===== src/rtl/sincos_interp_if.sv =====
// Bus bundle for sincos_interp: sample request, table port and result strobe.
//   in_valid/in_load/in_phase : request side (phase or frequency/load word)
//   rom_a_cos/rom_a_sin       : quarter-wave table addresses
//   rom_d_cos/rom_d_sin       : {coarse, slope} table words
//   out_valid/out_cos/out_sin : signed quadrature results
// slave = generator side, master = source + table side.
interface sincos_interp_if #(
   parameter int unsigned PW  = 24,
   parameter int unsigned TAB = 10,
   parameter int unsigned CW  = 22,
   parameter int unsigned SW  = 13,
   parameter int unsigned NBO = 23
);
   logic                  in_valid;
   logic                  in_load;
   logic [PW-1:0]         in_phase;
   logic [TAB-1:0]        rom_a_cos;
   logic [TAB-1:0]        rom_a_sin;
   logic [CW+SW-1:0]      rom_d_cos;
   logic [CW+SW-1:0]      rom_d_sin;
   logic                  out_valid;
   logic signed [NBO-1:0] out_cos;
   logic signed [NBO-1:0] out_sin;

   modport slave (
      input  in_valid, in_load, in_phase, rom_d_cos, rom_d_sin,
      output rom_a_cos, rom_a_sin, out_valid, out_cos, out_sin
   );

   modport master (
      output in_valid, in_load, in_phase, rom_d_cos, rom_d_sin,
      input  rom_a_cos, rom_a_sin, out_valid, out_cos, out_sin
   );
endinterface


===== src/rtl/sincos_interp.sv =====
// Quadrature sine/cosine generator: folds the phase into a quarter-wave cosine
// table, linearly interpolates {coarse, slope} entries, rounds, clamps and
// restores the sign. Optional NCO mode turns in_phase into a frequency word.
// Ports:
//   clk   : clock
//   rst_n : synchronous active-low reset
//   bus   : sincos_interp_if.slave (request, table port, results)
// Latency is ROM_LAT + 4 cycles, one sample per clock, no stalls.
module sincos_interp #(
   parameter int unsigned PW      = 24,
   parameter int unsigned TAB     = 10,
   parameter int unsigned CW      = 22,
   parameter int unsigned SW      = 13,
   parameter int unsigned NBO     = 23,
   parameter int unsigned ROM_LAT = 2,
   parameter int unsigned MODE    = 0
) (
   input  logic           clk,
   input  logic           rst_n,
   sincos_interp_if.slave bus
);
   localparam int unsigned XW  = PW - 2;          // folded index width
   localparam int unsigned FW  = XW - TAB;        // fine (interpolation) bits
   localparam int unsigned MW  = CW + FW;         // interpolated magnitude width
   localparam int unsigned MW1 = MW + 1;
   localparam int unsigned PRW = SW + FW;         // slope * fine product width
   localparam int unsigned S   = MW - (NBO - 1);  // output scaling shift
   localparam logic [MW:0]     RND  = MW1'(1) << (S - 1);
   localparam logic [NBO-1:0]  MAXV = {1'b0, {(NBO-1){1'b1}}};

   // Round-half-up, clamp to the positive full scale, apply sign.
   function automatic logic signed [NBO-1:0] scale(input logic [MW-1:0] mf,
                                                   input logic          neg);
      logic [MW:0]    sum;
      logic [NBO-1:0] mag;
      sum = MW1'(mf) + RND;
      mag = sum[MW:S];
      if (mag[NBO-1]) mag = MAXV;
      return neg ? -$signed(mag) : $signed(mag);
   endfunction

   // ---------------- phase / accumulator stage ----------------
   logic [PW-1:0] acc;
   logic [PW-1:0] ph_q;
   logic          v_ph;
   logic          take_c;

   // A load cycle in NCO mode swallows the request.
   assign take_c = bus.in_valid && !(MODE == 1 && bus.in_load);

   always_ff @(posedge clk) begin
      if (!rst_n) begin
         acc  <= '0;
         ph_q <= '0;
         v_ph <= 1'b0;
      end else begin
         v_ph <= take_c;
         if (MODE == 1) begin
            if (bus.in_load) begin
               acc <= bus.in_phase;
            end else if (bus.in_valid) begin
               ph_q <= acc;
               acc  <= acc + bus.in_phase;
            end
         end else if (bus.in_valid) begin
            ph_q <= bus.in_phase;
         end
      end
   end

   // ---------------- quadrant fold ----------------
   logic [1:0]    q_c;
   logic [XW-1:0] r_c;
   logic [XW-1:0] x_cos_c;
   logic [XW-1:0] x_sin_c;
   logic          neg_cos_c;
   logic          neg_sin_c;

   always_comb begin
      q_c       = ph_q[PW-1:PW-2];
      r_c       = ph_q[XW-1:0];
      x_cos_c   = q_c[0] ? ~r_c : r_c;
      x_sin_c   = q_c[0] ? r_c : ~r_c;
      neg_cos_c = q_c[1] ^ q_c[0];
      neg_sin_c = q_c[1];
   end

   // ---------------- address stage + table-latency alignment ----------------
   // Index 0 is captured with the address; index ROM_LAT lines up with rom_d.
   logic [FW-1:0]    f_cos_d [ROM_LAT+1];
   logic [FW-1:0]    f_sin_d [ROM_LAT+1];
   logic [ROM_LAT:0] neg_cos_d;
   logic [ROM_LAT:0] neg_sin_d;
   logic [ROM_LAT:0] v_d;

   always_ff @(posedge clk) begin
      if (!rst_n) begin
         bus.rom_a_cos <= '0;
         bus.rom_a_sin <= '0;
         neg_cos_d     <= '0;
         neg_sin_d     <= '0;
         v_d           <= '0;
         for (int i = 0; i <= int'(ROM_LAT); i++) begin
            f_cos_d[i] <= '0;
            f_sin_d[i] <= '0;
         end
      end else begin
         bus.rom_a_cos <= x_cos_c[XW-1:FW];
         bus.rom_a_sin <= x_sin_c[XW-1:FW];
         f_cos_d[0]    <= x_cos_c[FW-1:0];
         f_sin_d[0]    <= x_sin_c[FW-1:0];
         neg_cos_d[0]  <= neg_cos_c;
         neg_sin_d[0]  <= neg_sin_c;
         v_d[0]        <= v_ph;
         for (int i = 1; i <= int'(ROM_LAT); i++) begin
            f_cos_d[i]   <= f_cos_d[i-1];
            f_sin_d[i]   <= f_sin_d[i-1];
            neg_cos_d[i] <= neg_cos_d[i-1];
            neg_sin_d[i] <= neg_sin_d[i-1];
            v_d[i]       <= v_d[i-1];
         end
      end
   end

   // ---------------- multiply stage ----------------
   logic [CW-1:0]  crs_cos_q;
   logic [CW-1:0]  crs_sin_q;
   logic [PRW-1:0] prd_cos_q;
   logic [PRW-1:0] prd_sin_q;
   logic           neg_cos_mul;
   logic           neg_sin_mul;
   logic           v_mul;

   always_ff @(posedge clk) begin
      if (!rst_n) begin
         crs_cos_q   <= '0;
         crs_sin_q   <= '0;
         prd_cos_q   <= '0;
         prd_sin_q   <= '0;
         neg_cos_mul <= 1'b0;
         neg_sin_mul <= 1'b0;
         v_mul       <= 1'b0;
      end else begin
         crs_cos_q   <= bus.rom_d_cos[CW+SW-1:SW];
         crs_sin_q   <= bus.rom_d_sin[CW+SW-1:SW];
         prd_cos_q   <= PRW'(bus.rom_d_cos[SW-1:0]) * PRW'(f_cos_d[ROM_LAT]);
         prd_sin_q   <= PRW'(bus.rom_d_sin[SW-1:0]) * PRW'(f_sin_d[ROM_LAT]);
         neg_cos_mul <= neg_cos_d[ROM_LAT];
         neg_sin_mul <= neg_sin_d[ROM_LAT];
         v_mul       <= v_d[ROM_LAT];
      end
   end

   // ---------------- subtract stage: coarse*2^FW - slope*f ----------------
   logic [MW-1:0] mf_cos_q;
   logic [MW-1:0] mf_sin_q;
   logic          neg_cos_sub;
   logic          neg_sin_sub;
   logic          v_sub;

   always_ff @(posedge clk) begin
      if (!rst_n) begin
         mf_cos_q    <= '0;
         mf_sin_q    <= '0;
         neg_cos_sub <= 1'b0;
         neg_sin_sub <= 1'b0;
         v_sub       <= 1'b0;
      end else begin
         mf_cos_q    <= (MW'(crs_cos_q) << FW) - MW'(prd_cos_q);
         mf_sin_q    <= (MW'(crs_sin_q) << FW) - MW'(prd_sin_q);
         neg_cos_sub <= neg_cos_mul;
         neg_sin_sub <= neg_sin_mul;
         v_sub       <= v_mul;
      end
   end

   // ---------------- round / clamp / negate; results hold between strobes ----------------
   always_ff @(posedge clk) begin
      if (!rst_n) begin
         bus.out_valid <= 1'b0;
         bus.out_cos   <= '0;
         bus.out_sin   <= '0;
      end else begin
         bus.out_valid <= v_sub;
         if (v_sub) begin
            bus.out_cos <= scale(mf_cos_q, neg_cos_sub);
            bus.out_sin <= scale(mf_sin_q, neg_sin_sub);
         end
      end
   end
endmodule


===== src/flat_wrapper.sv =====
// flat-port wrapper written by rule: the top's interface ports become plain ports
module sincos_interp_flat 
#(
   parameter int unsigned PW      = 24,
   parameter int unsigned TAB     = 10,
   parameter int unsigned CW      = 22,
   parameter int unsigned SW      = 13,
   parameter int unsigned NBO     = 23,
   parameter int unsigned ROM_LAT = 2,
   parameter int unsigned MODE    = 0
)
  (clk, rst_n, bus_in_valid, bus_in_load, bus_in_phase, bus_rom_d_cos, bus_rom_d_sin, bus_rom_a_cos, bus_rom_a_sin, bus_out_valid, bus_out_cos, bus_out_sin);
  sincos_interp_if #(.PW(PW), .TAB(TAB), .CW(CW), .SW(SW), .NBO(NBO)) bus_i ();
  input  logic clk;
  input  logic rst_n;
  input wire logic [$bits(bus_i.in_valid)-1:0] bus_in_valid;
  input wire logic [$bits(bus_i.in_load)-1:0] bus_in_load;
  input wire logic [$bits(bus_i.in_phase)-1:0] bus_in_phase;
  input wire logic [$bits(bus_i.rom_d_cos)-1:0] bus_rom_d_cos;
  input wire logic [$bits(bus_i.rom_d_sin)-1:0] bus_rom_d_sin;
  output wire logic [$bits(bus_i.rom_a_cos)-1:0] bus_rom_a_cos;
  output wire logic [$bits(bus_i.rom_a_sin)-1:0] bus_rom_a_sin;
  output wire logic [$bits(bus_i.out_valid)-1:0] bus_out_valid;
  output wire logic [$bits(bus_i.out_cos)-1:0] bus_out_cos;
  output wire logic [$bits(bus_i.out_sin)-1:0] bus_out_sin;
  assign bus_i.in_valid = bus_in_valid;
  assign bus_i.in_load = bus_in_load;
  assign bus_i.in_phase = bus_in_phase;
  assign bus_i.rom_d_cos = bus_rom_d_cos;
  assign bus_i.rom_d_sin = bus_rom_d_sin;
  assign bus_rom_a_cos = bus_i.rom_a_cos;
  assign bus_rom_a_sin = bus_i.rom_a_sin;
  assign bus_out_valid = bus_i.out_valid;
  assign bus_out_cos = bus_i.out_cos;
  assign bus_out_sin = bus_i.out_sin;
  sincos_interp #(.PW(PW), .TAB(TAB), .CW(CW), .SW(SW), .NBO(NBO), .ROM_LAT(ROM_LAT), .MODE(MODE)) u_core (.clk(clk), .rst_n(rst_n), .bus(bus_i));
endmodule

===== config.mk =====
export PLATFORM = sky130hd
export DESIGN_NAME = sincos_interp_flat
export DESIGN_NICKNAME = d
export VERILOG_FILES = /design/src/rtl/sincos_interp_if.sv /design/src/rtl/sincos_interp.sv /design/src/flat_wrapper.sv
export SDC_FILE = /design/constraint.sdc
export NUM_CORES = 1
export LEC_CHECK = 0
export BUFFER_PORTS_ARGS = -buffer_cell sky130_fd_sc_hd__clkbuf_2
export CORE_MARGIN = 8
export CORE_UTILIZATION = 55
export CTS_CLUSTER_DIAMETER = 40
export DETAILED_ROUTE_END_ITERATION = 8
export GPL_TIMING_DRIVEN = 0
export PLACE_DENSITY = 0.74
export SLEW_MARGIN = 20
export SYNTH_ARGS = -nofsm -noshare
export SYNTH_HDL_FRONTEND = slang
export SYNTH_SLANG_ARGS = --single-unit

===== constraint.sdc =====
create_clock -name clk -period 9.25 [get_ports clk]
set_clock_uncertainty 0.15 [all_clocks]
set_input_delay 0.4625 -clock clk [delete_from_list [all_inputs] [get_ports clk]]
set_output_delay 0.4625 -clock clk [all_outputs]
set_load 0.05 [all_outputs]

Yosys cells after proc, flatten, opt, wreduce, memory -nomap -nowiden
Memories as Yosys holds them, arrays and structs flattened.
Cells that the tools add are included.
{"block": "word_totals", "ff_bits": 269, "ramBits": 72, "mem_count": 2}
{"memory": "u_core.f_cos_d", "words": 3, "width": 12, "rd": 3, "rd_clocked_by_memory_dff": 0, "write_ports": 3, "line_no": "sincos_interp.sv:90", "source": "logic [FW-1:0] f_cos_d [ROM_LAT+1];"}
{"memory": "u_core.f_sin_d", "words": 3, "width": 12, "rd": 3, "rd_clocked_by_memory_dff": 0, "write_ports": 3, "line_no": "sincos_interp.sv:91", "source": "logic [FW-1:0] f_sin_d [ROM_LAT+1];"}
{"block": "op_classes", "n_addsub": 6, "multipliers": 2, "n_mux": 18, "n_bitwise": 8}
{"cell": "$mux 23", "n": 6}
{"cell": "$mux 22", "n": 4}
{"cell": "$mux 12", "n": 6}
{"cell": "$add 34x12->35 const B", "n": 2}
{"cell": "$sub 34x25->34", "n": 2}
{"cell": "$mul 13x12->25", "n": 2}
{"cell": "$neg 23->23", "n": 2}
{"cell": "$not 22->22", "n": 1}
{"cell": "$or 1x1->1", "n": 6}
{"cell": "$mux 1", "n": 2}
{"cell": "$xor 1x1->1", "n": 1}

Longest topological paths before layout
{"block": "depth", "word_depth": 6, "mapped_depth": 22}

Worst setup path after synthesis
OpenSTA, ideal clock, no wires.
{"block": "synth_timing", "path_kind": "input-to-reg", "start": "in bus_rom_d_sin[4]", "end": "reg u_core.prd_sin_q[24]", "arrival_ns": 5.511, "required_ns": 8.972, "path_slack_ns": 3.462, "path_stages": 21, "path_cell_list": "clkbuf_1 > and2_1 > fa_1 > inv_1 > fa_1 > inv_1 > fa_1 > fa_1 > inv_1 > fa_1 > inv_1 > ha_1 > and2_1 > a221o_1 > a21oi_1 > o21ai_0 > a41o_1 > o31ai_1 > a31oi_1 > xnor2_1 > nor2_1"}
{"block": "synth_between", "elab_chain_cells": 1}
{"element": "from (decl)", "line_no": "flat_wrapper.sv:20", "source": "input wire logic [$bits(bus_i.rom_d_sin)-1:0] bus_rom_d_sin;"}
{"element": "$mul 13x12->25", "line_no": "sincos_interp.sv:147", "source": "prd_sin_q <= PRW'(bus.rom_d_sin[SW-1:0]) * PRW'(f_sin_d[ROM_LAT]);"}
{"element": "to (signal assigned)", "line_no": "sincos_interp.sv:147"}
{"element": "to (decl)", "line_no": "sincos_interp.sv:129", "source": "logic [PRW-1:0] prd_sin_q;"}
Every way passes these cells.
A chain may end at the register's enable or synchronous reset.

==> flow_metrics.tcl <==
set metrics [dict create \
    synth_most_common_cell "inv_1" \
    report.final.slew_viol_count 0 \
    crit_fanout 10 \
    p_int_uw 2920 \
    drt-initial-drc-count 1339 \
    globalplace.congestion 0.944 \
    netlist_top_cells_count "inv_1 (341), dfxtp_1 (319), nand2_1 (290)" \
    yosys.area.top_type "dfxtp_1" \
    cts_tree "done" \
    vdd_drop_max_mv 0.140 \
    net-switching-power_uw 1330 \
    cts_clock_pin_slew_for_the_worst_setup_and_hold_paths_ps 60 \
    maxClockFrequency_ghz 0.156 \
    synth.cell_area_sq_mm 0.0227 \
    setup_total_negative_slack_ps 0 \
    final.min_clock_period_ps 6400 \
    drv_cap 0 \
    postCtsSetupBuffers 0 \
    avgViaCountPerCell 5.42 \
    ys_async_sr_fraction 0 \
    cts-htree-levels 2 \
    drt_drc_violations_left 0 \
    io_buffers 162 \
    worst-endpoint-required_ps 9530 \
    die_h_microns 219 \
    critPathArrivalTime_ps 6680 \
    setup.worst_path.start "u_core.f_sin_d[0][29]" \
    cts-buffers-inserted 43 \
    setup_violations 0 \
    postSynth.topFlopCell "dfxtp_1" \
    clock_tree.buffer_depth 3 \
    ys_warn_count 0 \
    area_delta_synth_final_pct 15.7 \
    critical_path.startpoint_type "flip-flop" \
    swShare 0.313 \
    p_clk_frac 0.409 \
    setup.worst_path.class "reg2reg" \
    grt_pass1_vias 19000 \
    seq_power_share 0.364 \
    grt_max_degree 15 \
    hold_path.class "in2reg" \
    clk-insertion-delay-late_ps 570 \
    power-per-cell-area_mw_per_mm2 162 \
    grt_pass1_wl_microns 99300 \
    power_frac_comb 0.227 \
    number_of_enable_type_register_cells_in_the_synthesized_netlist 0 \
    yosysSeqAreaShare 0.281 \
    initial_core_util 0.557 \
    wire_length_per_cell_after_detailed_routing_microns 18.2 \
    final_nets 3290 \
    netlist.area_leader.share 0.281 \
    p_leak_uw 0.0123 \
    synth_seq_cells 319 \
    worstSetupEndpointType "flip-flop" \
    num-fill-cells 3368 \
    overall_via_count_from_detail_route 18300 \
    row_count 74 \
    die_width_microns 219 \
    hold_viol 0 \
    final_antenna_net_count 0 \
    netlist_instances 2556 \
    hold_start "bus_rom_d_cos[16]" \
    detail_route.wirelength_microns 61400 \
    die_area_sq_mm 0.0481 \
    synthTopCellsByArea "dfxtp_1 (28%), fa_1 (19%), ha_1 (8.6%)" \
    post_synth.cell_area_avg_sq_um 8.89 \
    rsz_0062_raised_after_global_routing "false" \
    initial_antenna_violation_count 1 \
    fin_crit_sh 0.692 \
    synth.net_count 3030 \
    outcome "finished clean" \
    dp_hpwl_microns 48600 \
    synth_cell_types 75 \
    cts_sinks 319 \
    relSlewSlack 0.347 \
    grt_overflow 0 \
    global_route_total_usage_across_every_layer 0.259 \
    root_buffer "clkbuf_16" \
    drt_pass1_iterations 5 \
    drive_gt1_frac 0.0979 \
    fin_total_pwr_uw 4260 \
    pin_count 165 \
    worst_r2r_startpoint "u_core.f_sin_d[0][29]" \
    core-area_sq_mm 0.0408 \
    worst-slew-pin-transition_ps 980 \
]
## metrics by stage
step	hold WS [ps]	std cells	worst slack, ps	util	cell area, sq um
after global placement	263	3250	2830	0.593	24200
after floorplan	262	2556	3460	-	22700
after CTS	0.909	3381	2910	0.644	26300
final	17.6	3382	2850	0.644	26300
after detailed placement	268	3250	2700	0.593	24200
after global routing	7.46	3382	2480	0.644	26300
## flip-flops by register name, summed over array words and instances (netlist names), 24 cells and up
register and count:
u_core.prd_cos_q 25, u_core.prd_sin_q 25, u_core.f_cos_d 36, u_core.f_sin_d 36, u_core.ph_q 24
## path summary, 6_finish.rpt
path | end | slack (ps) | cells after the start
worst min-delay path | u_core.crs_cos_q[3] | 20 | 2
worst max-delay path | u_core.prd_sin_q[24] | 2850 | 20
worst max register to register | u_core.prd_sin_q[24] | 2850 | 20
worst min register to register | u_core.f_sin_d[0][33] | 280 | 1
## power groups by stage
stage,clock (uW),sequential [uW],combinational [uW]
after floorplan,0,1580,659
after global placement,0,1570,906
after detailed placement,0,1580,927
after CTS,1760,1550,957
after global routing,1840,1560,1080
final,1740,1550,967
## cell type report
type | count | area (sq um) | area share
Multi-Input combinational cell | 1785 | 14600 | 0.556
Sequential cell | 319 | 6390 | 0.243
Timing Repair Buffer | 215 | 1340 | 0.0510
Inverter | 341 | 1280 | 0.0487
Clock buffer | 48 | 1110 | 0.0424
Tap cell | 532 | 666 | 0.0253
Clock inverter | 30 | 438 | 0.0167
Buffer | 111 | 432 | 0.0164
Antenna cell | 1 | 2.50 | 0.0000952
## cell usage in the layout, fill, tap and decap left out, drive strengths merged, types with 16 or more instances in the layout
cell type	n
fa	220
clkbuf	307
and2	272
o21a	21
inv	349
o21ai	78
a21oi	66
xnor2	75
nand2	291
nor3	43
nand4	16
ha	156
and3	16
nand3	42
nor2	179
dlygate4sd3	53
a211oi	20
dfxtp	319
xor2	55
mux2i	46
## layer usage
| layer | vias up | wire length, microns | global-route usage |
|---|---|---|---|
| li1 | 8674 | - | - |
| met1 | 8937 | 25400 | 0.327 |
| met2 | 611 | 29800 | 0.438 |
| met3 | 108 | 4200 | 0.0470 |
| met4 | 0 | 2020 | 0.0939 |
| met5 | - | 0 | 0 |
## what timing repair did
item	CTS	global route
resized for setup	0	0
hold endpoints to repair	53	0
hold buffers	53	0
## cells by family (layout without fill, tap and decap cells)
| family | Yosys count | count (layout) | share of synthesized area |
|---|---|---|---|
| mux | 53 | 53 | 0.0237 |
| fa+ha+maj | 376 | 376 | 0.280 |
| flops | 319 | 319 | 0.281 |
| simple gates | 949 | 949 | 0.211 |
| other cells | 0 | 1 | 0 |
| buf+inv | 452 | 745 | 0.0753 |
| xor+xnor | 130 | 130 | 0.0501 |
| compound gates | 277 | 277 | 0.0788 |
## critical path, stage by stage, from the launching register on
cell	delay [ps]
dfxtp_1	450
clkbuf_1	470
nand2_1	160
fa_1	560
inv_1	50
fa_1	540
fa_1	460
fa_1	550
inv_1	60
fa_1	530
inv_1	40
ha_1	350
and2_1	190
a221o_1	330
a21oi_1	200
o21ai_0	120
a41o_1	250
o31ai_1	420
a31oi_1	170
xnor2_1	170
nor2_1	50
No activity file was read; power rests on OpenSTA's default activity.
